File: src/rtl/gray_cnt_sched.sv
// Round-robin scheduler that grants two requesters timed sessions on a shared Gray-coded counter.
// Define GRAY_CNT_SCHED_TIMEOUT_EN to add a 300-cycle RUN watchdog that drives err.
module gray_cnt_sched (
    input  logic       clk,
    input  logic       rst_n,
    input  logic [1:0] req,
    input  logic [7:0] len0,
    input  logic [7:0] len1,
    input  logic [7:0] count,
    input  logic       overflow,
    output logic       count_clr,
    output logic       count_en,
    output logic [1:0] gnt,
    output logic [1:0] done,
    output logic [7:0] result,
    output logic       err
);

    typedef enum logic [1:0] {IDLE, CLEAR, RUN, DONE} state_t;

    state_t     state_q, state_d;
    logic       winner_q, winner_d;
    logic       lastServed_q, lastServed_d;
    logic [7:0] len_q, len_d;
    logic [7:0] result_q, result_d;
    logic [7:0] bin;
    logic       reqWin;
    logic       finish;
    logic       gntOn;
    logic       doneOn;
    logic       pick;
    logic       timeout;

    // Each binary bit is the XOR of all Gray bits at or above it.
    always_comb begin
        for (int i = 0; i < 8; i++) begin
            bin[i] = ^(count >> i);
        end
    end

    assign reqWin = req[winner_q];
    assign finish = (len_q != 8'd0) ? (bin == len_q) : overflow;
    assign pick   = (req == 2'b11) ? ~lastServed_q : req[1];

`ifdef GRAY_CNT_SCHED_TIMEOUT_EN
    logic [8:0] wdog_q, wdog_d;
    logic       tmo_q, tmo_d;

    assign timeout = (wdog_q == 9'd299);
    assign wdog_d  = (state_q == RUN) ? wdog_q + 9'd1 : 9'd0;
    assign err     = (state_q == DONE) && tmo_q;

    always_ff @(posedge clk or negedge rst_n) begin
        if (!rst_n) begin
            wdog_q <= 9'd0;
            tmo_q  <= 1'b0;
        end else begin
            wdog_q <= wdog_d;
            tmo_q  <= tmo_d;
        end
    end
`else
    assign timeout = 1'b0;
    assign err     = 1'b0;
`endif

    always_comb begin
        state_d      = state_q;
        winner_d     = winner_q;
        lastServed_d = lastServed_q;
        len_d        = len_q;
        result_d     = result_q;
        count_clr    = 1'b0;
        count_en     = 1'b0;
        gntOn        = 1'b0;
        doneOn       = 1'b0;
`ifdef GRAY_CNT_SCHED_TIMEOUT_EN
        tmo_d        = 1'b0;
`endif
        case (state_q)
            IDLE: begin
                if (|req) begin
                    winner_d = pick;
                    len_d    = pick ? len1 : len0;
                    state_d  = CLEAR;
                end
            end
            CLEAR: begin
                gntOn     = 1'b1;
                count_clr = 1'b1;
                if (!reqWin) begin
                    lastServed_d = winner_q;
                    state_d      = IDLE;
                end else begin
                    state_d = RUN;
                end
            end
            RUN: begin
                gntOn = 1'b1;
                // Abort beats completion; the watchdog only fires when nothing else ends the session.
                if (!reqWin) begin
                    lastServed_d = winner_q;
                    state_d      = IDLE;
                end else if (finish || timeout) begin
                    result_d = bin;
                    state_d  = DONE;
`ifdef GRAY_CNT_SCHED_TIMEOUT_EN
                    tmo_d    = ~finish;
`endif
                end else begin
                    count_en = 1'b1;
                end
            end
            DONE: begin
                gntOn        = 1'b1;
                doneOn       = 1'b1;
                lastServed_d = winner_q;
                state_d      = IDLE;
            end
            default: state_d = IDLE;
        endcase
    end

    assign gnt    = gntOn ? (winner_q ? 2'b10 : 2'b01) : 2'b00;
    assign done   = doneOn ? (winner_q ? 2'b10 : 2'b01) : 2'b00;
    assign result = result_q;

    // Reset leaves requester 1 as last served so requester 0 wins the first tie.
    always_ff @(posedge clk or negedge rst_n) begin
        if (!rst_n) begin
            state_q      <= IDLE;
            winner_q     <= 1'b0;
            lastServed_q <= 1'b1;
            len_q        <= 8'd0;
            result_q     <= 8'd0;
        end else begin
            state_q      <= state_d;
            winner_q     <= winner_d;
            lastServed_q <= lastServed_d;
            len_q        <= len_d;
            result_q     <= result_d;
        end
    end

endmodule

File: config.mk
export PLATFORM = sky130hd
export DESIGN_NAME = gray_cnt_sched
export DESIGN_NICKNAME = d
export VERILOG_FILES = /design/src/rtl/gray_cnt_sched.sv
export SDC_FILE = /design/constraint.sdc
export NUM_CORES = 1
export LEC_CHECK = 0
export ABC_AREA = 1
export CAP_MARGIN = 25
export CORE_MARGIN = 2
export CORE_UTILIZATION = 35
export CTS_CLUSTER_SIZE = 8
export DETAILED_ROUTE_END_ITERATION = 6
export HOLD_SLACK_MARGIN = 0.12
export PLACE_DENSITY = 0.62
export SKIP_LAST_GASP = 1
export SLEW_MARGIN = 20
export SYNTH_ARGS = -nofsm -noshare
export SYNTH_HDL_FRONTEND = slang
export SYNTH_SLANG_ARGS = --single-unit
File: constraint.sdc
create_clock -name clk -period 4.38 [get_ports clk]
set_clock_uncertainty 0.05 [all_clocks]
set_input_delay 0.876 -clock clk [delete_from_list [all_inputs] [get_ports clk]]
set_output_delay 0.876 -clock clk [all_outputs]
set_load 0.05 [all_outputs]
## After elaboration in Yosys (flattened, before gate mapping)

Index checks and enable logic that the tools add are counted.

| word-level totals | value |
|---|---|
| bits in registers | 20 |
| output and inout bits | 15 |
| input port bits | 29 |
| word-level logic and storage cells | 54 |

| operators by class | value |
|---|---|
| bitwise operators | 1 |
| reduce and logical (&&, ||, !) cells | 18 |
| multiplexer cells | 21 |
| order comparisons | 1 |
| equality and inequality tests | 8 |

Operators by type and width:

| cell | count |
|---|---|
| XOR reduction 8 bit | 8 |
| 2-to-1 mux 2 bit | 7 |
| 2-to-1 mux 1 bit | 11 |
| == test 8 bit | 1 |
| 2-to-1 mux 8 bit | 1 |
| one-hot mux 2 bit (4 select lines) | 1 |
| nonzero test 8 bit | 1 |
| == test 2 bit, second input constant | 3 |
| AND reduction 2 bit | 3 |
| inequality test 2 bit, second input constant | 2 |
| OR reduction 2 bit | 2 |
| inequality test 3 bit, second input constant | 1 |
| AND reduction 3 bit | 1 |
| OR reduction 3 bit | 1 |
| == test 2 x 1 -> 1 bit, second input constant | 1 |
| logical NOT 2 bit | 1 |
| less-than comparator 1 x 2 -> 1 bit, second input constant | 1 |
| one-hot mux 1 bit (2 select lines) | 1 |
| nonzero test 2 bit | 1 |
| NOT 1 bit | 1 |

## Logic depth before layout (Yosys ltp)

| logic depth | value |
|---|---|
| depth after elaboration | 6 |
| mapped depth | 16 |
| gate-level depth less buffers | 15 |

## Worst setup path after synthesis

OpenSTA, ideal clock, no wires.

| path | value |
|---|---|
| path type | in2out |
| start point | in count[2] |
| end point | out count_en |
| data arrival time | 2.010 ns |
| path slack | 1.444 ns |
| cell stages on the path | 13 |
| cell sequence | inv_1 > nand2_1 > nand2_1 > nand2_1 > nand2_1 > inv_1 > nand2_1 > nand2_1 > nand2_1 > nand2_1 > nand3_2 > nand3_1 > inv_1 |

| between the ends | value |
|---|---|
| word-level cells in the longest chain between the ends | 6 |
| elaborated cells between the ends (all ways) | 8 |
| classes of those cells | 1 x eq/ne; 4 x mux; 3 x reduce/logical |

Ends and longest elaborated chain:

| element | RTL line | RTL |
|---|---|---|
| start, declared | 9 | `input logic [7:0] count,` |
| XOR reduction 8 bit | 37 | `bin[i] = ^(count >> i);` |
| == test 8 bit * | 42 | `assign finish = (len_q != 8'd0) ? (bin == len_q) : overflow;` |
| 2-to-1 mux 1 bit * | 42 |  |
| 2-to-1 mux 1 bit * | 104 | `end else if (finish \|\| timeout) begin` |
| 2-to-1 mux 1 bit * | 101 | `if (!reqWin) begin` |
| 2-to-1 mux 1 bit * | 80 | `case (state_q)` |
| end, declared | 12 | `output logic count_en,` |

Mark *: on every way between the ends. The rest lies on a longest branch, timed or not.

## Worst setup path in the final report

| path | value |
|---|---|
| start point | in count[5] |
| end point | out count_en |

Same word-level chain as after synthesis.

==> metrics <==
status finished, final reports clean; row count 24; first-pass GRT wire length around 6.1 mm; Final Total Pwr 991 uW; reg-to-reg slack, setup between 2000 and 3000 ps; post-route ant nets 0; Slew headroom 66.7%; hold path start result[3]; Setup TNS Final 0 ps; CTS clock-pin slew for the worst setup and hold paths 70 ps; Global Route Usage Sum 14.8%; TritonCTS clock tree built; Gate Count Post-Synth 235; syn_nets 269; vias per cell approximately 4.6; vias in the first global route 1413; total congestion overflow 0; Req. time, crit path 3450 ps; IO buf count 42; area of the die approximately 5000 um^2; detailed placement HPWL slightly below 3 mm; CORE AREA 4320 um^2; CP Capture Type output pin; top cells by area, synth dfrtp_1 (31%), nand2_1 (22%), inv_1 (5.8%), nand3_1 (5.5%), nand2_2 (5.2%); Worst-Margin Slew 498 ps; Critical Path Start Type input pin; largest net degree at the start of global routing 21; Mean Syn Cell Area 6.61 um^2; worst r2r src state_q[0]; synth unique cells 23; DP Area between 2000 and 2500 um^2; sequential share of the synthesized area 32.3%; CTS root buffer clkbuf_8; Slew Viols, Final 0; async set or reset register ratio after synthesis between 90% and 100%; Top FF cell, synth dfrtp_1; critical path class in -> out; Critical Path End count_en; drc violations 0; TritonCTS Sinks 20; RSZ-0062 raised after global routing false; antenna violations before repair 0; Synth Cell Area 1550 um^2; FILL cells 466; post-synth top area cell dfrtp_1; WL/cell 10.8 um; Initial Utilization 35.9%; HP Class reg -> reg; Post-synth EDFFs 0; final WL 3.59 mm; final hold viol count 0; number of CTS-inserted buffers 3; fmax 274 MHz; Final period util 83.4%; worst r2r dst len_q[1]; VDD IR max 0.213 mV; max_cap viols 0; Crit Path Max Fanout 5; Clock Path Buffers 2; die width 70.6 um; 1st-pass router iterations 4; share of layout cells above drive strength 1 12.9%; post-CTS repair timing setup buffer count 0; CP startpoint count[5]; I/O pin cnt 44; NumNets Final 314; post-cts sizing count 0; hold-fix buffers at CTS 0; Setup Viol. Count Final 0; Worst-Skew Late Latency 260 ps; R2R depth 5; synthesized flop and latch total 20; htree depth 1; fin crit period 3650 ps; yosys warns 0; pwr dens ~480 nW/um^2; Initial DRC Count 66; Syn-to-layout area delta 33.5%; via count 1523; crit path DAT about 2700 ps; gpl congestion just over 0.8; Final Util 48.0%; Die Span Y roughly 71 um; ANT cells 0; Synth top area share 30.6%; cell area after layout 2070 um^2; LEAKAGE 1.06 nW
[where the power goes]
part / internal [mW] / leakage [nW] / switching, mW
Combinational: 0.207 / 0.782 / 0.364
Sequential: 0.252 / 0.256 / 0.0420
Clock: 0.0648 / 0.0228 / 0.0610
[cell usage after synthesis (2+ instances only)]
master	number
dfrtp_1	19
ha_1	5
inv_1	24
inv_2	2
nand2_1	90
nand2_2	13
nand2_4	3
nand3_1	17
nand3_2	2
nor2_1	19
nor2_2	2
o21ai_0	13
o21ai_2	8
o22ai_1	8
xnor2_1	2
[stage by stage]
stage | std cells | hold slack (ps) | worst slack [ps]
2_1_floorplan | 235 | 416 | 1440
3_3_place_gp | 326 | 414 | 751
3_5_place_dp | 326 | 420 | 745
4_1_cts | 330 | 438 | 741
5_1_grt | 331 | 452 | 582
6_report | 331 | 432 | 725
[critical path: stages]
cell and delay, ps:
clkdlybuf4s50_1 610, inv_2 100, nand2_1 70, nand2_1 90, nand2_1 80, nand2_1 100, nand2_1 100, nand2_1 90
nand2_1 70, nand2_1 60, nand3_2 80, nand3_1 130, inv_1 80, buf_4 190
[how the worst min path moves through the flow]
stage	cells past startpoint	slack, ps	endpoint
2_1_floorplan	2	420	lastServed_q
3_3_place_gp	2	410	result[2]
3_5_place_dp	2	420	result[3]
4_1_cts	2	440	result[3]
5_1_grt	2	450	result[4]
6_report	2	430	result[3]
[per-layer routing]
layer | vias to the layer above | GRT usage (%) | part of all wire [%] | routed length, um
met5 | - | 0 | 0 | 0
met4 | 0 | 2.52 | 0 | 0
met3 | 0 | 3.13 | 5.3 | 190
met2 | 43 | 24.5 | 45 | 1620
met1 | 657 | 20.5 | 50 | 1780
li1 | 823 | - | - | -
[kinds of logic (layout without fill, tap and decap cells)]
kind of cell,count (synthesis),after routing,synth area share [%]
xor gates and xnor gates,3,3,1.69
buffers and inverters,29,73,7.73
DFF,20,20,32.3
AOI/OAI and AO/OA,31,31,12.7
other,1,1,0.241
adders and majority gates,5,5,4.03
and+or+nand+nor,146,146,41.3
[cell usage in the layout (no fill, tap or decap)]
cell type and instances:
nor2_2 2, clkbuf_8 3, nand3_1 17, o21ai_0 13, nand3_2 2, ha_1 5, nand2_1 90, nand2_4 3
o21ai_2 8, a21oi_1 1, xnor2_1 2, clkdlybuf4s50_1 41, inv_1 24, clkbuf_1 1, inv_2 2, xor2_1 1
buf_8 1, buf_4 1, conb_1 1, nor2_1 19, dfrtp_1 19, nand2_2 13, o22ai_1 8, dfstp_2 1
o21a_1 1
[layout make-up]
| type | instances | area (um^2) | share of cell area (%) |
|---|---|---|---|
| Clock buffer | 4 | 45.0 | 2.17 |
| Inverter | 26 | 97.6 | 4.70 |
| Multi-Input combinational cell | 186 | 932 | 44.9 |
| Sequential cell | 20 | 502 | 24.2 |
| Tap cell | 52 | 65.1 | 3.14 |
| Timing Repair Buffer | 43 | 433 | 20.9 |
[flip-flops by register name, summed over array words and instances, names as in the netlist]
| name | count |
|---|---|
| result | 8 |
| state_q | 2 |
| lastServed_q | 1 |
| winner_q | 1 |
| len_q | 8 |
No activity file was read; power rests on OpenSTA's default activity.
